$ cat src/rtl/pulse_rate_meter_if.sv
// Tick input and measurement results of the pulse rate meter.
// The tick source drives PulseIn; the meter drives everything else.
interface pulse_rate_meter_if #(
  parameter int unsigned CNT_W = 28
);
  logic             PulseIn;
  logic [1:0]       SpeedCode;
  logic             SpeedValid;
  logic [CNT_W-1:0] PeriodCount;
  logic             Mismatch;
  logic             Timeout;
  logic [3:0]       EdgeCount;

  modport master (
    output PulseIn,
    input  SpeedCode, SpeedValid, PeriodCount, Mismatch, Timeout, EdgeCount
  );

  modport slave (
    input  PulseIn,
    output SpeedCode, SpeedValid, PeriodCount, Mismatch, Timeout, EdgeCount
  );
endinterface

$ cat src/rtl/pulse_rate_meter.sv
// Measures the period between rising edges of a tick stream and recovers the
// Speed setting (always-on, F, 2F or 4F cycles) that produced it.
module pulse_rate_meter #(
  parameter int unsigned CLOCK_FREQUENCY = 50000000,
  parameter int unsigned TOL             = 0,
  parameter int unsigned CNT_W           = 28
) (
  input  logic              ClockIn,
  input  logic              Reset,
  pulse_rate_meter_if.slave bus
);
  typedef enum logic [1:0] {ARMED = 2'd0, MEASURE = 2'd1, HOLD = 2'd2} state_t;

  localparam longint F      = longint'(CLOCK_FREQUENCY);
  localparam longint T      = longint'(TOL);
  localparam longint ZERO_L = 0;
  localparam longint ONE_L  = 1;
  // Lower window edges are clamped so a large TOL cannot wrap below zero.
  localparam longint W1_LO_L = (F - T < ONE_L) ? ONE_L : F - T;
  localparam longint W2_LO_L = (2 * F - T < ZERO_L) ? ZERO_L : 2 * F - T;
  localparam longint W4_LO_L = (4 * F - T < ZERO_L) ? ZERO_L : 4 * F - T;
  localparam longint W1_HI_L = F + T;
  localparam longint W2_HI_L = 2 * F + T;
  localparam longint W4_HI_L = 4 * F + T;
  localparam longint TO_L    = 4 * F + T + 1;

  localparam logic [CNT_W-1:0] W1_LO   = W1_LO_L[CNT_W-1:0];
  localparam logic [CNT_W-1:0] W2_LO   = W2_LO_L[CNT_W-1:0];
  localparam logic [CNT_W-1:0] W4_LO   = W4_LO_L[CNT_W-1:0];
  localparam logic [CNT_W-1:0] W1_HI   = W1_HI_L[CNT_W-1:0];
  localparam logic [CNT_W-1:0] W2_HI   = W2_HI_L[CNT_W-1:0];
  localparam logic [CNT_W-1:0] W4_HI   = W4_HI_L[CNT_W-1:0];
  localparam logic [CNT_W-1:0] TO_CNT  = TO_L[CNT_W-1:0];
  localparam logic [CNT_W-1:0] CNT_ONE = {{(CNT_W-1){1'b0}}, 1'b1};

  state_t           state_q, state_d;
  logic             prev_q;
  logic [CNT_W-1:0] count_q, count_d;
  logic [1:0]       speed_q, speed_d;
  logic             valid_q, valid_d;
  logic [CNT_W-1:0] period_q, period_d;
  logic             mismatch_q, mismatch_d;
  logic             timeout_q, timeout_d;
  logic [3:0]       edge_q, edge_d;

  logic rise, high2, timeout_hit;
  logic match1, match2, match4;

  assign rise        = bus.PulseIn & ~prev_q;
  assign high2       = bus.PulseIn & prev_q;
  assign timeout_hit = ~bus.PulseIn && (count_q == TO_CNT);

  // On a rise count_q holds the period P since the previous rise.
  assign match1 = (count_q >= W1_LO) && (count_q <= W1_HI);
  assign match2 = (count_q >= W2_LO) && (count_q <= W2_HI);
  assign match4 = (count_q >= W4_LO) && (count_q <= W4_HI);

  always_comb begin
    if (rise)
      count_d = CNT_ONE;
    else if (&count_q)
      count_d = count_q;
    else
      count_d = count_q + CNT_ONE;
  end

  always_ff @(posedge ClockIn or posedge Reset) begin
    if (Reset) begin
      state_q    <= ARMED;
      prev_q     <= 1'b0;
      count_q    <= '0;
      speed_q    <= 2'b00;
      valid_q    <= 1'b0;
      period_q   <= '0;
      mismatch_q <= 1'b0;
      timeout_q  <= 1'b0;
      edge_q     <= 4'd0;
    end else begin
      state_q    <= state_d;
      prev_q     <= bus.PulseIn;
      count_q    <= count_d;
      speed_q    <= speed_d;
      valid_q    <= valid_d;
      period_q   <= period_d;
      mismatch_q <= mismatch_d;
      timeout_q  <= timeout_d;
      edge_q     <= edge_d;
    end
  end

  always_comb begin
    state_d = state_q;
    case (state_q)
      ARMED, MEASURE: begin
        if (rise)
          state_d = MEASURE;
        else if (high2)
          state_d = HOLD;
        else if (timeout_hit)
          state_d = ARMED;
      end
      HOLD: begin
        if (!bus.PulseIn)
          state_d = ARMED;
      end
      default: state_d = ARMED;
    endcase
  end

  // A rise in ARMED only re-arms; classification needs a prior edge.
  always_comb begin
    speed_d    = speed_q;
    valid_d    = valid_q;
    period_d   = period_q;
    mismatch_d = mismatch_q;
    timeout_d  = timeout_q;
    edge_d     = edge_q;
    case (state_q)
      ARMED, MEASURE: begin
        if (rise) begin
          edge_d = edge_q + 4'd1;
          if (state_q == ARMED) begin
            timeout_d = 1'b0;
          end else begin
            period_d = count_q;
            if (match1 || match2 || match4) begin
              valid_d    = 1'b1;
              mismatch_d = 1'b0;
              speed_d    = match1 ? 2'b01 : (match2 ? 2'b10 : 2'b11);
            end else begin
              valid_d    = 1'b0;
              mismatch_d = 1'b1;
            end
          end
        end else if (high2) begin
          speed_d    = 2'b00;
          valid_d    = 1'b1;
          mismatch_d = 1'b0;
          timeout_d  = 1'b0;
        end else if (timeout_hit) begin
          timeout_d = 1'b1;
          valid_d   = 1'b0;
        end
      end
      HOLD: begin
        if (!bus.PulseIn)
          valid_d = 1'b0;
      end
      default: ;
    endcase
  end

  assign bus.SpeedCode   = speed_q;
  assign bus.SpeedValid  = valid_q;
  assign bus.PeriodCount = period_q;
  assign bus.Mismatch    = mismatch_q;
  assign bus.Timeout     = timeout_q;
  assign bus.EdgeCount   = edge_q;
endmodule
$ cat src/flat_wrapper.sv
// flat-port wrapper written by rule: the top's interface ports become plain ports
module pulse_rate_meter_flat 
#(
  parameter int unsigned CLOCK_FREQUENCY = 50000000,
  parameter int unsigned TOL             = 0,
  parameter int unsigned CNT_W           = 28
)
  (ClockIn, Reset, bus_PulseIn, bus_SpeedCode, bus_SpeedValid, bus_PeriodCount, bus_Mismatch, bus_Timeout, bus_EdgeCount);
  pulse_rate_meter_if #(.CNT_W(CNT_W)) bus_i ();
  input  logic ClockIn;
  input  logic Reset;
  input wire logic [$bits(bus_i.PulseIn)-1:0] bus_PulseIn;
  output wire logic [$bits(bus_i.SpeedCode)-1:0] bus_SpeedCode;
  output wire logic [$bits(bus_i.SpeedValid)-1:0] bus_SpeedValid;
  output wire logic [$bits(bus_i.PeriodCount)-1:0] bus_PeriodCount;
  output wire logic [$bits(bus_i.Mismatch)-1:0] bus_Mismatch;
  output wire logic [$bits(bus_i.Timeout)-1:0] bus_Timeout;
  output wire logic [$bits(bus_i.EdgeCount)-1:0] bus_EdgeCount;
  assign bus_i.PulseIn = bus_PulseIn;
  assign bus_SpeedCode = bus_i.SpeedCode;
  assign bus_SpeedValid = bus_i.SpeedValid;
  assign bus_PeriodCount = bus_i.PeriodCount;
  assign bus_Mismatch = bus_i.Mismatch;
  assign bus_Timeout = bus_i.Timeout;
  assign bus_EdgeCount = bus_i.EdgeCount;
  pulse_rate_meter #(.CLOCK_FREQUENCY(CLOCK_FREQUENCY), .TOL(TOL), .CNT_W(CNT_W)) u_core (.ClockIn(ClockIn), .Reset(Reset), .bus(bus_i));
endmodule
$ cat config.mk
export PLATFORM = sky130hd
export DESIGN_NAME = pulse_rate_meter_flat
export DESIGN_NICKNAME = d
export VERILOG_FILES = /design/src/rtl/pulse_rate_meter_if.sv /design/src/rtl/pulse_rate_meter.sv /design/src/flat_wrapper.sv
export SDC_FILE = /design/constraint.sdc
export NUM_CORES = 1
export LEC_CHECK = 0
export ABC_CLOCK_PERIOD_IN_PS = 5020
export BUFFER_PORTS_ARGS = -buffer_cell sky130_fd_sc_hd__buf_2
export CAP_MARGIN = 0
export CORE_MARGIN = 8
export CORE_UTILIZATION = 59
export DETAILED_ROUTE_END_ITERATION = 8
export PLACE_DENSITY = 0.92
export SYNTH_ARGS = -nofsm -noshare
export SYNTH_HDL_FRONTEND = slang
export SYNTH_SLANG_ARGS = --single-unit
$ cat constraint.sdc
create_clock -name ClockIn -period 5.02 [get_ports ClockIn]
set_input_delay 1.255 -clock ClockIn [delete_from_list [all_inputs] [get_ports ClockIn]]
set_output_delay 1.255 -clock ClockIn [all_outputs]
set_load 0.01 [all_outputs]
; After elaboration in Yosys (flattened, before gate mapping)
; Index checks and enable logic that the tools add are counted.
[word_totals]
reg_bits = 68
latchBits = 0
mem_bits_rw = 0
romBits = 0
inputBits = 3
output_inout_bits = 37
elab_cells = 79
memories = 0
[op_classes]
add_sub_neg = 2
mul = 0
n_div = 0
order_cmp = 6
n_eq_ne = 10
n_shift = 0
mux = 28
bitwise = 5
n_reduce_logical = 19
[ops]
columns = op, n
row1 = $mux W28, 2
row2 = $add A28 B1 Y28 const B, 1
row3 = $eq A28 B28 Y1 const B, 1
row4 = $ge A28 B26 Y1 const B, 1
row5 = $ge A28 B27 Y1 const B, 1
row6 = $ge A28 B28 Y1 const B, 1
row7 = $le A28 B26 Y1 const B, 1
row8 = $le A28 B27 Y1 const B, 1
row9 = $le A28 B28 Y1 const B, 1
row10 = $reduce_and A28 Y1, 1
row11 = $mux W2, 9
row12 = $mux W1, 15
row13 = $reduce_and A3 Y1, 3
row14 = $ne A2 B2 Y1 const B, 4
row15 = $reduce_and A4 Y1, 2
row16 = $add A4 B1 Y4 const B, 1
row17 = $logic_and A1 B1 Y1, 4
row18 = $ne A4 B1 Y1 const B, 1
row19 = $pmux W2 S2, 1
row20 = $reduce_and A2 Y1, 2
row21 = $reduce_bool A2 Y1, 2
row22 = $ne A3 B3 Y1 const B, 1
row23 = $not A1 Y1, 3
row24 = $reduce_bool A3 Y1, 1
row25 = other kinds (8), 10

; Logic depth before layout (Yosys ltp)
[logic_depth]
depth_word = 8
ltp_mapped = 7
depth_no_buf = 7

; Least setup slack after synthesis
; No wires, ideal clock.
[synth_timing]
path_kind = input port to flip-flop
from = in bus_PulseIn
to = reg u_core.period_q[10], in the netlist u_core.bus.PeriodCount[10]
setup_ns = 0.065
arrival_ns = 2.296
required_ns = 4.955
setup_slack_ns = 2.659
path_stages = 5
path_buffers = 1
cell_sequence = nand2b_1 nor3_1 clkbuf_1 nand2_1 nand2_1
[synth_via]
elab_chain_cells = 2
[synth_rtl]
columns = element, line_no
row1 = start: declaration, flat_wrapper.sv:12  ; input wire logic [$bits(bus_i.PulseIn)-1:0] bus_PulseIn;
row2 = $and A1 B1 Y1, pulse_rate_meter.sv:49  ; assign rise = bus.PulseIn & ~prev_q;
row3 = $reduce_and A3 Y1 (no source line), n/a
row4 = end signal: assignment, pulse_rate_meter.sv:84  ; period_q <= period_d;
row5 = end: declaration, pulse_rate_meter.sv:41  ; logic [CNT_W-1:0] period_q, period_d;
; No other way between the ends.
; A chain may end at the register's enable or synchronous reset.

; Final worst setup path
[layout_timing]
from = in bus_PulseIn
to = reg u_core.speed_q[0], in the netlist u_core.bus.SpeedCode[0]
[layout_via]
elab_chain_cells = 3
word_cells_on_any_way = 7
cone_classes = 2 x eq/ne / 1 x mux / 2 x bitwise / 2 x reduce/logical
[layout_rtl]
columns = element, line_no
row1 = $and A1 B1 Y1 (on tied branches), "pulse_rate_meter.sv:49, pulse_rate_meter.sv:50"
row2 = $ne A2 B2 Y1 (no source line) or $reduce_bool A2 Y1 (tied branches), n/a
row3 = $reduce_and A4 Y1 (no source line), n/a
row4 = end signal: assignment, pulse_rate_meter.sv:82  ; speed_q <= speed_d;
row5 = end: declaration, pulse_rate_meter.sv:39  ; logic [1:0] speed_q, speed_d;
; Parallel ways exist; a longest one is shown, timed or not.

==> run_results.csv <==
group,metric,value,unit
critical_path,worst_setup_slack_for_register_to_register_paths,2.66,ns
final_layout,layout.cells.most_common_list,"98 x nand2_1, 68 x dfrtp_1, 39 x buf_2",
floorplan,core_area,5510,sq um
timing,min_period,2.95,ns
synthesis,synth-seq-cells,68,
place,gp_routability_congestion,0.960,
run_status,status,"finished, final reports clean",
routing,first_pass_iters,5,
critical_path,cp_data_required_time,5.30,ns
routing,remaining_drc_errors,0,
synthesis,mappedNetlistNets,380,
floorplan,floorplan.die_area,8410,sq um
final_layout,design.final.nets,414,
timing,fin_crit_sh,0.587,
routing,drtAntennaViolNets,0,
timing,worst-slew-pin-transition,1.03,ns
final_layout,commonest_non_fill_non_tap_cell_in_the_layout,"nand2_1",
place,postPlaceCellArea,3610,sq um
critical_path,critPathKind,"input port to flop",
run,cap_violations,0,
synthesis,avgSynthCellArea,9.07,sq um
routing,finalWirelength,7.94,mm
place,buffer_ports.inserted,39,
synthesis,synthesis.instances,373,
clock_network,cts_setup_buffers,0,
clock_network,cts.repair.resized,0,
clock_network,clock_buffer_count_from_cts,9,
floorplan,initial_utilization,0.614,
grt,grt_pass1_vias,2898,
grt,gr-usage-all-layers,0.198,
routing,vias,2908,
clock_network,ctsLongestPathBuffers,2,
final_layout,final-instance-count-excl-fill,484,
timing,skew,0.00620,ns
critical_path,crit_path_start_kind,"input port",
critical_path,cp_max_fo,32,
synthesis,yosysSeqAreaShare,0.503,
clock_network,clock_tree.htree_level_count,3,
timing,report.final.setup_viol,0,
synthesis,synth_enable_flop_cells,0,
pwr,power_per_cell_area,381,nW/um^2
floorplan,ioPinCount,40,
final_layout,antenna_cells,0,
synthesis,yosys.cell_types.count,50,
clock_network,clock_sink_count,68,
grt,grt_pass1_wl,13.7,mm
timing,final_max_slew_viol_count,0,
synthesis,yosysWarnings,0,
final_layout,finish.instance_area,3860,sq um
clock_network,cts.root.buffer_cell,"clkbuf_8",
clock_network,cts_hold_repair.buffers,0,
final_layout,layout-drive-gt1-share,0.170,
final_layout,area.growth.synth_to_final,14.0,%
timing,report.final.hold_viol_count,0,
timing,rsz_0062_raised_after_global_routing,"false",
synthesis,ys_async_sr_fraction,1.00,
pwr,ir_drop,0.224,mV
timing,post_route_setup_tns,0,ns
floorplan,floorplan.die.width,91.7,um
worst_hold_path,hold_path.class,"flop to flop",
grt,pin_count_of_the_biggest_net_entering_global_routing,44,
timing,fmax,0.339,GHz
synthesis,main_synth_ff_type,"dfrtp_1",
grt,globalRouteOverflowTotal,0,
place,dp.cells,468,
floorplan,number_of_standard_cell_rows_in_the_floorplan,27,
routing,first_iter_violations,300,
routing,via_count_normalized_by_instance_count,6.01,
critical_path,arrival,3.23,ns
pwr,leakage,1.87,nW
clock_network,clk_pin_slew_worst_paths,0.07,ns
critical_path,setup.worst_path.end_class,"flop",
clock_network,cts_tree,"done",
clock_network,clock_insertion_delay_at_the_later_pin_of_the_skew_report,0.34,ns
grt,antenna_found_initial,0,
timing,slew_headroom,0.309,
place,post-place-ws,1.80,ns
place,dp_hpwl,5.22,mm
synthesis,post_synthesis_instance_area,3380,sq um
final_layout,final.fill_count,409,
timing,fin_ws,2.07,ns
floorplan,chipHeight,91.7,um
pwr,p_total,1.47,mW
routing,wirelength_per_cell,16.4,um
-- critical path, cell delays in order --
cell and delay, ns:
buf_2 0.17, nand2b_1 0.16, nor2_1 0.39, nand2_1 0.72, a211oi_1 0.39, nand3b_1 0.14
-- per-stage QoR --
stage,util,hold WS [ns]
4_1_cts,0.700,0.475
5_1_grt,0.700,0.491
6_report,0.700,0.470
2_1_floorplan,-,0.502
3_3_place_gp,0.655,0.454
3_5_place_dp,0.655,0.457
-- routing by layer --
layer  part of all wire  vias to the layer above  global-route usage
li1                   -                     1374                   -
met1               0.42                     1394               0.229
met2               0.49                      116               0.329
met3              0.069                       24              0.0513
met4              0.027                        0               0.111
met5                  0                        -                   0
-- cells in the mapped netlist (3+ instances only) --
cell / instances / area, sq um
a21oi_1: 14 / 70.1
o21ai_0: 15 / 75.1
nand2_1: 98 / 368
dfrtp_1: 68 / 1700
nor4_1: 8 / 50.1
nand4b_1: 4 / 35.0
and3_1: 8 / 50.1
ha_1: 4 / 50.1
nor3_1: 6 / 30.0
or3_1: 10 / 62.6
xnor2_1: 8 / 70.1
o21ai_1: 5 / 25.0
nand4_1: 5 / 31.3
and4_1: 4 / 35.0
or4_1: 3 / 22.5
inv_1: 6 / 22.5
buf_2: 8 / 40.0
nor2_1: 25 / 93.8
xor2_1: 8 / 70.1
clkbuf_1: 9 / 33.8
nand3_1: 18 / 90.1
-- final timing paths --
path	start	end	depth (start not counted)
setup / recovery	bus_PulseIn	u_core.bus.SpeedCode[0]	6
hold reg to reg	u_core.bus.PeriodCount[25]	u_core.bus.PeriodCount[25]	2
hold / removal	u_core.bus.PeriodCount[25]	u_core.bus.PeriodCount[25]	2
setup reg to reg	u_core.state_q[1]	u_core.bus.SpeedCode[0]	5
max in group asynchronous	Reset	u_core.count_q[21]	3
min in group asynchronous	Reset	u_core.bus.SpeedValid	2
-- final cells by class --
| type | instances | area, sq um | area share |
|---|---|---|---|
| Sequential cell | 68 | 1700 | 0.441 |
| Multi-Input combinational cell | 280 | 1570 | 0.408 |
| Timing Repair Buffer | 42 | 218 | 0.0565 |
| Clock buffer | 12 | 155 | 0.0402 |
| Clock inverter | 4 | 95.1 | 0.0247 |
| Tap cell | 72 | 90.1 | 0.0234 |
| Inverter | 6 | 22.5 | 0.00584 |
-- cell families after synthesis --
kind of cell             after synthesis  synth area share
AND/OR/NAND/NOR                      208             0.310
flip-flops                            68             0.503
AO/OA/AOI/OAI                         51            0.0940
buffers and inverters                 25            0.0329
XOR/XNOR                              16            0.0414
adder cells (fa/ha/maj)                4            0.0148
multiplexers                           1           0.00333
-- flip-flops by register name (all words and copies together) (netlist names) --
name,cells
u_core.bus.EdgeCount,4
u_core.count_q,28
u_core.bus.Timeout,1
u_core.bus.SpeedCode,2
u_core.prev_q,1
u_core.bus.PeriodCount,28
u_core.state_q,2
u_core.bus.Mismatch,1
u_core.bus.SpeedValid,1
-- report_power, final --
group / total (mW) / internal (mW) / switching, mW
Clock: 0.560 / 0.357 / 0.203
Sequential: 0.677 / 0.613 / 0.0640
Combinational: 0.232 / 0.0951 / 0.137
(Power assumes the default switching activity.)
